[src/rtl/anton_neopixel_decoder.sv]
// anton_neopixel_decoder: samples a WS2812-style line at 6.4 MHz, classifies
// each high pulse as a 0/1 bit, assembles MSB-first bytes with their frame
// index, and flags sync-gap frame boundaries and protocol errors.
// Optional: define ANTON_NEOPIXEL_DECODER_SYNC_EN to pass neoData through a
// 2-flop synchroniser first (all decode latencies grow by 2 cycles).
module anton_neopixel_decoder #(
    parameter int BUFFER_END  = 63,
    parameter int SYNC_CYCLES = 320,
    parameter int T1_MIN_HIGH = 4,
    parameter int MAX_HIGH    = 7
) (
    input  logic        clk6_4mhz,
    input  logic        reset,
    input  logic        enable,
    input  logic        neoData,
    output logic [7:0]  dataOut,
    output logic        dataValid,
    output logic [12:0] byteIndex,
    output logic        frameDone,
    output logic [12:0] frameBytes,
    output logic        errorPulse,
    output logic [1:0]  errorCode,
    output logic        busy
);

    localparam int LW = $clog2(SYNC_CYCLES + 1);
    localparam logic [LW-1:0] LOW_SYNC  = LW'(SYNC_CYCLES);
    localparam logic [3:0]    HIGH_MAX  = 4'(MAX_HIGH);
    localparam logic [3:0]    HIGH_ONE  = 4'(T1_MIN_HIGH);
    localparam logic [12:0]   IDX_LAST  = 13'(BUFFER_END);
    localparam logic [12:0]   FRAME_MAX = 13'(BUFFER_END + 1);

    typedef enum logic [1:0] {IDLE, ARMED, HIGH, LOW} state_t;

    logic clear;
    logic sIn, s, prev;

    state_t        state, stateNext;
    logic [3:0]    highCnt, highNext;
    logic [LW-1:0] lowCnt, lowNext;
    logic [2:0]    bitCnt, bitNext;
    logic [7:0]    shiftReg, shiftNext;
    logic [12:0]   idx, idxNext;
    logic          ovfSeen, ovfNext;
    logic [7:0]    dataOutNext;
    logic [12:0]   byteIndexNext, frameBytesNext;
    logic [1:0]    errorCodeNext;
    logic          dataValidNext, frameDoneNext, errorPulseNext;

    logic [3:0]    highInc;
    logic [LW-1:0] lowInc;
    logic [12:0]   idxInc, frameCount;
    logic          bitVal;
    logic [7:0]    byteVal;

    assign clear = reset | ~enable;

`ifdef ANTON_NEOPIXEL_DECODER_SYNC_EN
    logic [1:0] syncFf;

    // Two-flop synchroniser for an asynchronous line
    always_ff @(posedge clk6_4mhz) begin
        if (clear) syncFf <= '0;
        else       syncFf <= {syncFf[0], neoData};
    end

    assign sIn = syncFf[1];
`else
    assign sIn = neoData;
`endif

    // Line sample and previous sample for edge detection
    always_ff @(posedge clk6_4mhz) begin
        if (clear) begin
            s    <= 1'b0;
            prev <= 1'b0;
        end else begin
            s    <= sIn;
            prev <= s;
        end
    end

    assign highInc    = (highCnt == 4'hF) ? highCnt : highCnt + 4'd1;
    assign lowInc     = (lowCnt == LOW_SYNC) ? lowCnt : lowCnt + 1'b1;
    assign idxInc     = (idx == '1) ? idx : idx + 13'd1;
    assign frameCount = (idx > IDX_LAST) ? FRAME_MAX : idx;
    assign bitVal     = (highCnt >= HIGH_ONE);
    assign byteVal    = {shiftReg[6:0], bitVal};
    assign busy       = (state == HIGH) || (state == LOW);

    // Decoder state, counters and registered outputs
    always_ff @(posedge clk6_4mhz) begin
        if (clear) begin
            state      <= IDLE;
            highCnt    <= '0;
            lowCnt     <= '0;
            bitCnt     <= '0;
            shiftReg   <= '0;
            idx        <= '0;
            ovfSeen    <= 1'b0;
            dataOut    <= '0;
            byteIndex  <= '0;
            frameBytes <= '0;
            errorCode  <= '0;
            dataValid  <= 1'b0;
            frameDone  <= 1'b0;
            errorPulse <= 1'b0;
        end else begin
            state      <= stateNext;
            highCnt    <= highNext;
            lowCnt     <= lowNext;
            bitCnt     <= bitNext;
            shiftReg   <= shiftNext;
            idx        <= idxNext;
            ovfSeen    <= ovfNext;
            dataOut    <= dataOutNext;
            byteIndex  <= byteIndexNext;
            frameBytes <= frameBytesNext;
            errorCode  <= errorCodeNext;
            dataValid  <= dataValidNext;
            frameDone  <= frameDoneNext;
            errorPulse <= errorPulseNext;
        end
    end

    // Next-state, counter and output decode
    always_comb begin
        stateNext      = state;
        highNext       = highCnt;
        lowNext        = lowCnt;
        bitNext        = bitCnt;
        shiftNext      = shiftReg;
        idxNext        = idx;
        ovfNext        = ovfSeen;
        dataOutNext    = dataOut;
        byteIndexNext  = byteIndex;
        frameBytesNext = frameBytes;
        errorCodeNext  = errorCode;
        dataValidNext  = 1'b0;
        frameDoneNext  = 1'b0;
        errorPulseNext = 1'b0;

        case (state)
            IDLE: begin
                if (s) begin
                    lowNext = '0;
                end else begin
                    lowNext = lowInc;
                    if (lowInc == LOW_SYNC) stateNext = ARMED;
                end
            end
            ARMED: begin
                if (s && !prev) begin
                    stateNext = HIGH;
                    highNext  = 4'd1;
                    bitNext   = '0;
                    shiftNext = '0;
                    idxNext   = '0;
                    ovfNext   = 1'b0;
                end
            end
            HIGH: begin
                if (s) begin
                    if (highCnt >= HIGH_MAX) begin
                        errorCodeNext  = 2'd1;
                        errorPulseNext = 1'b1;
                        bitNext        = '0;
                        shiftNext      = '0;
                        lowNext        = '0;
                        stateNext      = IDLE;
                    end else begin
                        highNext = highInc;
                    end
                end else begin
                    shiftNext = byteVal;
                    bitNext   = bitCnt + 3'd1;
                    lowNext   = LW'(1);
                    stateNext = LOW;
                    if (bitCnt == 3'd7) begin
                        // An overflowing byte never produces dataValid
                        if (idx <= IDX_LAST) begin
                            dataOutNext   = byteVal;
                            byteIndexNext = idx;
                            dataValidNext = 1'b1;
                        end else if (!ovfSeen) begin
                            errorCodeNext  = 2'd3;
                            errorPulseNext = 1'b1;
                            ovfNext        = 1'b1;
                        end
                        idxNext = idxInc;
                    end
                end
            end
            LOW: begin
                if (s) begin
                    stateNext = HIGH;
                    highNext  = 4'd1;
                end else begin
                    lowNext = lowInc;
                    if (lowInc == LOW_SYNC) begin
                        stateNext = ARMED;
                        bitNext   = '0;
                        if (bitCnt != 3'd0) begin
                            errorCodeNext  = 2'd2;
                            errorPulseNext = 1'b1;
                        end else if (idx != 13'd0) begin
                            frameDoneNext  = 1'b1;
                            frameBytesNext = frameCount;
                        end
                    end
                end
            end
            default: stateNext = IDLE;
        endcase
    end

endmodule

[config.mk]
export PLATFORM = sky130hd
export DESIGN_NAME = anton_neopixel_decoder
export DESIGN_NICKNAME = d
export VERILOG_FILES = /design/src/rtl/anton_neopixel_decoder.sv
export SDC_FILE = /design/constraint.sdc
export NUM_CORES = 1
export LEC_CHECK = 0
export CAP_MARGIN = 15
export CORE_MARGIN = 2
export CORE_UTILIZATION = 30
export DETAILED_ROUTE_END_ITERATION = 8
export SYNTH_ARGS = -nofsm -noshare
export SYNTH_HDL_FRONTEND = slang
export SYNTH_SLANG_ARGS = --single-unit
export TNS_END_PERCENT = 20
[constraint.sdc]
create_clock -name clk6_4mhz -period 2.3 [get_ports clk6_4mhz]
set_input_delay 0.46 -clock clk6_4mhz [delete_from_list [all_inputs] [get_ports clk6_4mhz]]
set_output_delay 0.46 -clock clk6_4mhz [all_outputs]
set_load 0.005 [all_outputs]
==> results of run 1 <==
[layout make-up]
cell class / count / area, sq um
inverters: 12 / 45.0
well taps: 147 / 184
clock buffers: 9 / 225
fillers: 1216 / 7110
flip-flops and latches: 80 / 1600
multi-input cells: 292 / 1900
repair buffers: 84 / 743
clock inverters: 7 / 105
[cell usage in the layout, fill, tap and decap left out, types with 6 or more instances in the layout]
cell type and instances:
dfxtp_1 79, nor2_1 55, clkdlybuf4s50_1 43, buf_4 39, nand3_1 23, a21oi_1 22
o21ai_0 21, nand2_1 20, mux2i_1 20, and3_1 12, inv_1 10, clkbuf_16 9
a22oi_1 7, ha_1 7, nor3_1 6, nor3b_1 6, xor2_1 6
[power breakdown]
part	switching (W)	leakage, nW	internal [W]
clock	0.000612	0.158	0.000964
combinational	0.0000503	0.881	0.0000328
sequential	0.00000233	0.645	0.00139
total	0.000664	1.68	0.00238
[cells by family (layout without fill, tap and decap cells)]
kind of cell,Yosys count,count (layout),share of synthesized area [%]
simple gates,174,174,26.3
compound gates,81,81,14.4
flops,80,80,44.3
buf+inv,38,112,4.39
mux,21,21,5.85
fa+ha+maj,9,9,3.05
xor+xnor,7,7,1.70
[per-layer routing]
layer | global-route usage [%] | part of all wire, %
met1 | 19.4 | 48
met2 | 22.9 | 46
met3 | 3.35 | 4.5
met4 | 8.05 | 2.1
met5 | 0 | 0
[critical path, stage by stage (launching register included)]
cell	delay, ps
dfxtp_2	320
inv_2	70
ha_4	140
nand4bb_4	110
or4_4	490
a221o_1	420
or3_4	420
a221oi_1	250
[stage by stage]
stage | std cells | area (sq um)
after global routing | 631 | 4800
after global placement | 612 | 4430
final | 631 | 4800
after floorplan | 410 | 3640
after detailed placement | 612 | 4430
after CTS | 631 | 4790
[flip-flops by register name (all words and copies together), names as in the netlist]
name        flops
state           2
byteIndex      13
s               1
idx            13
errorPulse      1
lowCnt          9
shiftReg        7
ovfSeen         1
bitCnt          3
frameBytes     13
highCnt         4
prev            1
dataOut         8
frameDone       1
errorCode       2
dataValid       1
[final timing paths]
kind	end	start	cells past startpoint
max	state[0]	lowCnt[0]	7
min	ovfSeen	ovfSeen	2
max reg2reg	state[0]	lowCnt[0]	7
min reg2reg	ovfSeen	ovfSeen	2
[what timing repair did]
action,CTS,global route
gates cloned,1,0
gates resized for setup,2,4
endpoints found under the setup margin,10,19
setup buffers,2,0
pin swaps,1,1
==> impl_results.md, run 1 <==
- First-pass GRT wire length: 15,400 microns
- Antenna viol nets, final: 0
- Startpoint types: flip-flop
- Mean Syn Cell Area: 8.82 sq um
- Via count: 3,216
- Setup TNS: -19.3 ps
- Die Y: 114 microns
- Failing checks: setup timing
- Initial Utilization: approximately 30%
- Fin crit period: 2310 ps
- Gr ovfl total: 0
- RSZ-0062 raised after global routing: true
- Period utilization: 101%
- Routability cong.: 0.848
- Layout cells sized above 1: 16.1%
- Initial antenna violation count: 0
- Synthesized net count: approximately 420
- Leakage: about 1.7 nW
- Clock-pin slew on the worst setup and hold paths: ~70 ps
- Final setup vio count: 2
- DR WL/cell: 14.2 microns
- GRT Total Usage: about 15%
- Post-Synthesis Cells: a little over 400
- CTS tree: yes
- Synth top area share: 44.3%
- Clock root buffer: clkbuf_16
- 1st-iter DRT viols: 248
- DRC violations left: 0
- CP Data Required Time: 2550 ps
- CTS Hold Bufs: 0
- Core area: 0.0119 sq mm
- Final count of hold timing violations: 0
- Final net count: around 490
- Detailed Route WL: 8990 microns
- Cell area after synthesis: 0.00362 sq mm
- Max Cap Violations: 0
- Max Fclk: 432 MHz
- Vias in the first global route: 3,172
- Sequential fraction of the synthesis area: between 40% and 50%
- Post-synth EDFFs: 0
- Status: finished with violations
- Hpwl dp: between 6000 and 7000 microns
- Crit-path max FO: 5
- Synth top area cells: dfxtp_1, nor2_1, mux2i_1, nand3_1, a21oi_1
- WP data arrival: 2560 ps
- Layout area overhead: 32.9%
- I/O pins: between 40 and 50
- Main synth FF type: dfxtp_1
- Fin Hold WS: around 460 ps
- Least-Margin Pin Slew: 638 ps
- Die X: 114 microns
- DR vias/cell: 5.10
- Pre-CTS WS: -90.9 ps
- FFs w/ async S/R, synth: 0%
- Fin. max-slew vios: 0
- PortBufs: 43
- CP endpoint kind: flip-flop
- Synth unique cells: 56
- CTS buffer count: 9
- # rows: 40
- Pwr dens: 635 mW/mm^2
- Ys Warns: 0
- WS Path Type: flip-flop to flip-flop
- Max clock buf depth: 2
- Yosys reg bits: 80
- Fin util: approximately two fifths
- Post-synth top cells: dfxtp_1, nor2_1, clkbuf_1, nand3_1, a21oi_1
- First-pass DRT Iterations: 4
- Final worst slack: -13.4 ps
- Slew headroom: between 50% and 60%
- R2r setup slk: -10 ps
- Clock skew: between 6 and 7 ps
- CTS sink cnt: 80
- Peak supply drop: 0.000325 V
- Largest net degree at the start of global routing: 20
- HP Class: flip-flop to flip-flop
- DIE AREA: 0.0129 sq mm
- Most common cell in the netlist: dfxtp_1
- Diode count: 0
- CTS HTree Levels: 3
- Leading area contributor after synthesis: dfxtp_1
- Clk Latency, worst-skew pair: 340 ps
- Total power: 0.00305 W
(Power assumes the default switching activity.)
==> run 2, diff against run 1 <==
--- a/config.mk
+++ b/config.mk
@@ -6,9 +6,11 @@
 export NUM_CORES = 1
 export LEC_CHECK = 0
 export CAP_MARGIN = 15
+export CORE_ASPECT_RATIO = 1.1
 export CORE_MARGIN = 2
-export CORE_UTILIZATION = 30
+export CORE_UTILIZATION = 50
 export DETAILED_ROUTE_END_ITERATION = 8
+export PLACE_DENSITY = 0.76
 export SYNTH_ARGS = -nofsm -noshare
 export SYNTH_HDL_FRONTEND = slang
 export SYNTH_SLANG_ARGS = --single-unit
==> run 2 against run 1 <==
Clock skew is 3.0 ps higher; non-clock buffer count is 5 lower; critical endpoint unchanged; wire length is 5.3% lower; combinational power is 0.8% higher; register-to-register slack hardly changed; global-route usage is 7.9 points higher; largest cell class unchanged; the flow still finishes with violations (setup timing); flip-flop and latch count stayed put; via count is 0.40% lower; clock-buffer cell count is 2 higher; core utilization is 25 points higher; clock power is 28% lower; critical path depth stayed put.
==> impl_results.md, run 2 (synthesis gave the netlist of run 1 again) <==
- Final worst slack: -16.6 ps (was -13.4 ps)
- Initial Utilization: 51.6% (was 30.4%)
- PortBufs: 43 (unchanged)
- I/O pins: 44 (unchanged)
- CTS buffer count: 9 (unchanged)
- Final setup vio count: 2 (unchanged)
- Initial antenna violation count: 0 (unchanged)
- Max clock buf depth: 2 (unchanged)
- Leakage: 1.60 nW (was 1.68 nW)
- Detailed Route WL: 8510 microns (was 8990 microns)
- Final net count: 486 (was 491)
- Biggest regs: byteIndex x13, frameBytes x13, idx x13 (unchanged)
- Pwr dens: 568 mW/mm^2 (was 635 mW/mm^2)
- Logic pwr share: 3.2% (was 2.7%)
- Max Cap Violations: 0 (unchanged)
- NetSw: 0.000570 W (was 0.000664 W)
- Fin. max-slew vios: 0 (unchanged)
- First-pass GRT wire length: 14,500 microns (was 15,400 microns)
- First-pass DRT Iterations: 4 (unchanged)
- CTS Hold Bufs: 0 (unchanged)
- Antenna viol nets, final: 0 (unchanged)
- WS Path Type: flip-flop to flip-flop (unchanged)
- 1st-iter DRT viols: 303 (was 248)
- Via count: 3,203 (was 3,216)
- Final Cell Area: 0.00458 sq mm (was 0.00480 sq mm)
- Clk pwr share: 43.4% (was 51.7%)
- Final std cells w/o fill: 564 (was 631)
- Vias in the first global route: 3,113 (was 3,172)
- # rows: 32 (was 40)
- Clock skew: 9.36 ps (was 6.37 ps)
- DR WL/cell: 15.1 microns (was 14.2 microns)
- DRC violations left: 0 (unchanged)
- Fin util: 65.4% (was 40.3%)
- DIE AREA: 0.00793 sq mm (was 0.0129 sq mm)
- RSZ-0062 raised after global routing: true (unchanged)
- HP Class: flip-flop to flip-flop (unchanged)
- Layout cells sized above 1: 15.2% (was 16.1%)
- Peak supply drop: 0.000401 V (was 0.000325 V)
- DR vias/cell: 5.68 (was 5.10)
- Clock root buffer: clkbuf_8 (was clkbuf_16)
- Most frequent cells in the layout: dfxtp_1, nor2_1, clkdlybuf4s50_1 (unchanged)
- GRT Total Usage: 22.7% (was 14.9%)
- Clk Latency, worst-skew pair: 360 ps (was 340 ps)
- Dpl cells: 545 (was 612)
- Routability cong.: 0.894 (was 0.848)
- Layout area overhead: 26.7% (was 32.9%)
- WP data arrival: 2580 ps (was 2560 ps)
- Crit-path max FO: 4 (was 5)
- CP endpoint kind: flip-flop (unchanged)
- Share of power burned in registers: 53.4% (was 45.6%)
- CTS sink cnt: 80 (unchanged)
- Fin crit period: 2320 ps (was 2310 ps)
- CTS HTree Levels: 3 (unchanged)
- Total power: 0.00260 W (was 0.00305 W)
- CTS tree: yes (unchanged)
- Startpoint types: flip-flop (unchanged)
- Final count of hold timing violations: 0 (unchanged)
- Core area: 0.00701 sq mm (was 0.0119 sq mm)
- Gr ovfl total: 0 (unchanged)
- Diode count: 0 (unchanged)
- Switching Share: 21.9% (was 21.8%)
- Largest net degree at the start of global routing: 21 (was 20)
- Commonest non-fill, non-tap cell in the layout: dfxtp_1 (unchanged)
- Multi-input logic area: 0.00191 sq mm (was 0.00190 sq mm)
- Clock-pin slew on the worst setup and hold paths: 90 ps (was 70 ps)
- Setup TNS: -19.7 ps (was -19.3 ps)
- Fill cells: 572 (was 1,216)
- Register area: 0.00160 sq mm (unchanged)
- Least-Margin Pin Slew: 574 ps (was 638 ps)
- Slew headroom: 61.6% (was 57.0%)
- Die Y: 93.2 microns (was 114 microns)
- Critical-path cell list: inv_2, ha_4, nand4bb_4, or4_4, a221o_1, or3_4, a221oi_2 (was inv_2, ha_4, nand4bb_4, or4_4, a221o_1, or3_4, a221oi_1)
- Area after DPL: 0.00432 sq mm (was 0.00443 sq mm)
- Die X: 85.1 microns (was 114 microns)
- Slowest cell on crit path: a221o_1 (was or4_4)
- Max Fclk: 432 MHz (about the same)
- Cell-internal power: 0.00203 W (was 0.00238 W)
- R2r setup slk: -20 ps (was -10 ps)
- Slowest stage delay, CP: 440 ps (was 490 ps)
- Failing checks: setup timing (unchanged)
- Hpwl dp: 6070 microns (was 6360 microns)
- Status: finished with violations (unchanged)
- CP Data Required Time: 2560 ps (was 2550 ps)
- Period utilization: 101% (about the same)
==> run 2: final cells by class <==
| class | count | area share [%] |
|---|---|---|
| multi-input combinational | 292 | 41.8 |
| sequential | 80 | 35.0 |
| timing repair buffer | 79 | 15.3 |
| clock buffer | 11 | 2.87 |
| tap | 85 | 2.32 |
| clock inverter | 5 | 1.78 |
| inverter | 12 | 0.983 |
==> run 2: power groups by stage <==
| stage | Clock [W] | Combinational (W) | Sequential (W) |
|---|---|---|---|
| after floorplan | 0 | 0.0000473 | 0.00142 |
| after global placement | 0 | 0.0000783 | 0.00142 |
| after detailed placement | 0 | 0.0000809 | 0.00142 |
| after CTS | 0.00113 | 0.0000831 | 0.00139 |
| after global routing | 0.00120 | 0.0000910 | 0.00139 |
| final | 0.00113 | 0.0000839 | 0.00139 |
==> run 2: metal layers <==
layer  up-vias  track usage [%]  routed length, microns
li1       1597                -                       -
met1      1513             30.6                    4070
met2        84             35.5                    3850
met3         9             5.83                     476
met4         0             7.80                     108
met5         -                0                       0
==> run 2: worst paths after layout <==
path	end	depth (start not counted)	start
max	state[0]	7	lowCnt[0]
min	ovfSeen	2	ovfSeen
max reg2reg	state[0]	7	lowCnt[0]
min reg2reg	ovfSeen	2	ovfSeen
==> run 2: what timing repair did <==
item                                    in CTS  in global routing
pin swaps                                    5                  0
endpoints found under the setup margin      10                 19
buffers inserted                             2                  1
cloned                                       0                  0
gates resized for setup                      3                  4
==> run 2: metrics by stage <==
stage / worst slack [ps] / hold WS, ps
after CTS: -1.89 / 457
after floorplan: 16.5 / 425
after detailed placement: -34.1 / 446
after global placement: 34.7 / 442
after global routing: -65.1 / 483
final: -16.6 / 455
==> run 2: worst max-delay path, delay by kind of cell (launching register included) <==
kind | cells | cell delay, ps
AO/OA/AOI/OAI | 2 | 690
flip-flops | 1 | 330
adder cells (fa/ha/maj) | 1 | 150
AND/OR/NAND/NOR | 3 | 990
buffers and inverters | 1 | 70
==> run 3, diff against run 2 <==
--- a/config.mk
+++ b/config.mk
@@ -10,7 +10,8 @@
 export CORE_MARGIN = 2
 export CORE_UTILIZATION = 50
 export DETAILED_ROUTE_END_ITERATION = 8
-export PLACE_DENSITY = 0.76
+export PLACE_DENSITY = 0.72
+export RECOVER_POWER = 50
 export SYNTH_ARGS = -nofsm -noshare
 export SYNTH_HDL_FRONTEND = slang
 export SYNTH_SLANG_ARGS = --single-unit
==> run 3 against run 2 <==
Sequential share of layout area is 0.077 points higher; critical endpoint is now bitCnt[0]; critical path type unchanged; clock-buffer cell count unchanged; the run now ends clean; maximum frequency rose by 1.2%; clock power about the same; global-route usage is 1.2 points lower; power up 0.20%; first-iteration DRC count down 49%; flip-flop and latch count unchanged.
==> impl_results.md, run 3 (synthesis gave the netlist of run 1 again) <==
- Status: finished clean (was finished with violations)
- Clock-pin slew on the worst setup and hold paths: 80 ps (was 90 ps)
- DIE AREA: 0.00793 sq mm (unchanged)
- Hpwl dp: 5790 microns (was 6070 microns)
- Layout cells sized above 1: 14.2% (was 15.2%)
- Pwr dens: 570 mW/mm^2 (was 568 mW/mm^2)
- Most frequent cells in the layout: dfxtp_1, nor2_1, dlygate4sd3_1 (was dfxtp_1, nor2_1, clkdlybuf4s50_1)
- CTS buffer count: 9 (unchanged)
- Die Y: 93.2 microns (unchanged)
- Clock skew: 10.0 ps (was 9.36 ps)
- Biggest regs: byteIndex x13, frameBytes x13, idx x13 (unchanged)
- Routability cong.: 0.866 (was 0.894)
- CTS sink cnt: 80 (unchanged)
- Least-Margin Pin Slew: 859 ps (was 574 ps)
- CP endpoint kind: flip-flop (unchanged)
- Final std cells w/o fill: 565 (was 564)
- PortBufs: 43 (unchanged)
- Max Cap Violations: 0 (unchanged)
- Die X: 85.1 microns (unchanged)
- CTS HTree Levels: 3 (unchanged)
- Critical-path cell list: inv_2, ha_4, nand4bb_4, or4_4, a221o_1, or3_4, a41o_1 (was inv_2, ha_4, nand4bb_4, or4_4, a221o_1, or3_4, a221oi_2)
- Detailed Route WL: 8280 microns (was 8510 microns)
- Layout area overhead: 26.4% (was 26.7%)
- Largest net degree at the start of global routing: 33 (was 21)
- Commonest non-fill, non-tap cell in the layout: dfxtp_1 (unchanged)
- Final setup vio count: 0 (was 2)
- Slew headroom: 42.2% (was 61.6%)
- First-pass DRT Iterations: 4 (unchanged)
- RSZ-0062 raised after global routing: true (unchanged)
- Max Fclk: 437 MHz (was 432 MHz)
- DR WL/cell: 14.7 microns (was 15.1 microns)
- Leakage: 1.72 nW (was 1.60 nW)
- Dpl cells: 546 (was 545)
- Crit-path max FO: 5 (was 4)
- Cell-internal power: 0.00206 W (was 0.00203 W)
- Initial antenna violation count: 0 (unchanged)
- DR vias/cell: 5.62 (was 5.68)
- CTS Hold Bufs: 0 (unchanged)
- Antenna viol nets, final: 0 (unchanged)
- Final count of hold timing violations: 0 (unchanged)
- CTS tree: yes (unchanged)
- Logic pwr share: 3.0% (was 3.2%)
- Max clock buf depth: 2 (unchanged)
- Switching Share: 21.1% (was 21.9%)
- Final net count: 487 (was 486)
- 1st-iter DRT viols: 156 (was 303)
- Slowest stage delay, CP: 440 ps (about the same)
- WP data arrival: 2530 ps (was 2580 ps)
- # rows: 32 (unchanged)
- Clk Latency, worst-skew pair: 350 ps (was 360 ps)
- Share of power burned in registers: 53.3% (was 53.4%)
- Startpoint types: flip-flop (unchanged)
- CP Data Required Time: 2540 ps (was 2560 ps)
- Gr ovfl total: 0 (unchanged)
- Fin. max-slew vios: 0 (unchanged)
- NetSw: 0.000550 W (was 0.000570 W)
- Fin crit period: 2290 ps (was 2320 ps)
- HP Class: flip-flop to flip-flop (unchanged)
- DRC violations left: 0 (unchanged)
- Period utilization: 99.5% (was 101%)
- I/O pins: 44 (unchanged)
- Core area: 0.00701 sq mm (unchanged)
- Clock root buffer: clkbuf_8 (unchanged)
- Clk pwr share: 43.6% (was 43.4%)
- Peak supply drop: 0.000450 V (was 0.000401 V)
- First-pass GRT wire length: 13,700 microns (was 14,500 microns)
- Vias in the first global route: 3,004 (was 3,113)
- Initial Utilization: 51.6% (unchanged)
- Slowest cell on crit path: or4_4 (was a221o_1)
- GRT Total Usage: 21.6% (was 22.7%)
- Total power: 0.00261 W (was 0.00260 W)
- WS Path Type: flip-flop to flip-flop (unchanged)
- Diode count: 0 (unchanged)
- Via count: 3,177 (was 3,203)
[run 3: changes by cell type in the layout (fill, tap and decap cells not counted), sizes merged]
cell,delta
clkdlybuf4s50,-39
dlygate4sd3,+39
buf,-2
clkinv,-1
clkbuf,+3
clkinvlp,+1
[run 3: final cells by class]
type / count / area (sq um)
Tap cell: 85 / 106
Timing Repair Buffer: 80 / 698
Fill cell: 572 / 2440
Clock buffer: 11 / 141
Sequential cell: 80 / 1600
Inverter: 12 / 45.0
Multi-Input combinational cell: 292 / 1900
Clock inverter: 5 / 80.1
[run 3: final timing paths]
kind	end	startpoint	slack, ps	cells after the start
setup / recovery	bitCnt[0]	lowCnt[0]	10	7
hold / removal	errorCode[1]	errorCode[1]	460	2
setup reg to reg	bitCnt[0]	lowCnt[0]	10	7
hold reg to reg	errorCode[1]	errorCode[1]	460	2
[run 3: stage by stage]
step / area (sq um) / utilization [%] / hold WS, ps / setup WS [ps] / setup TNS (ps)
global route: 4570 / 65.2 / 486 / -51.0 / -189
detailed placement: 4330 / 61.8 / 452 / -23.4 / -35.8
global placement: 4330 / 61.8 / 440 / 30.2 / 0
floorplan: 3640 / - / 425 / 16.5 / 0
CTS: 4560 / 65.1 / 464 / 9.21 / 0
finish: 4570 / 65.2 / 460 / 11.5 / 0
[run 3: repair_timing]
| action | CTS | global route |
|---|---|---|
| endpoints found under the setup margin | 5 | 18 |
| pin swaps | 5 | 3 |
| buffers inserted | 1 | 1 |
| gates cloned | 0 | 1 |
| resized for setup | 2 | 5 |
[run 3: layer usage]
| metal | global-route usage, % | share of wire (%) |
|---|---|---|
| met1 | 28.8 | 49 |
| met2 | 33.9 | 46 |
| met3 | 4.85 | 4.3 |
| met4 | 8.73 | 0.87 |
| met5 | 0 | 0 |
[run 3: power by group through the flow]
stage	Sequential [W]	Combinational [W]	Clock (W)
after floorplan	0.00142	0.0000473	0
after global placement	0.00142	0.0000747	0
after detailed placement	0.00142	0.0000757	0
after CTS	0.00139	0.0000777	0.00116
after global routing	0.00139	0.0000872	0.00122
final	0.00139	0.0000792	0.00114
[run 3: critical path, delay by kind of cell (launching register included)]
family | cells | cell delay (ps)
compound gates | 2 | 680
fa+ha+maj | 1 | 130
buf+inv | 1 | 70
flops | 1 | 330
simple gates | 3 | 970
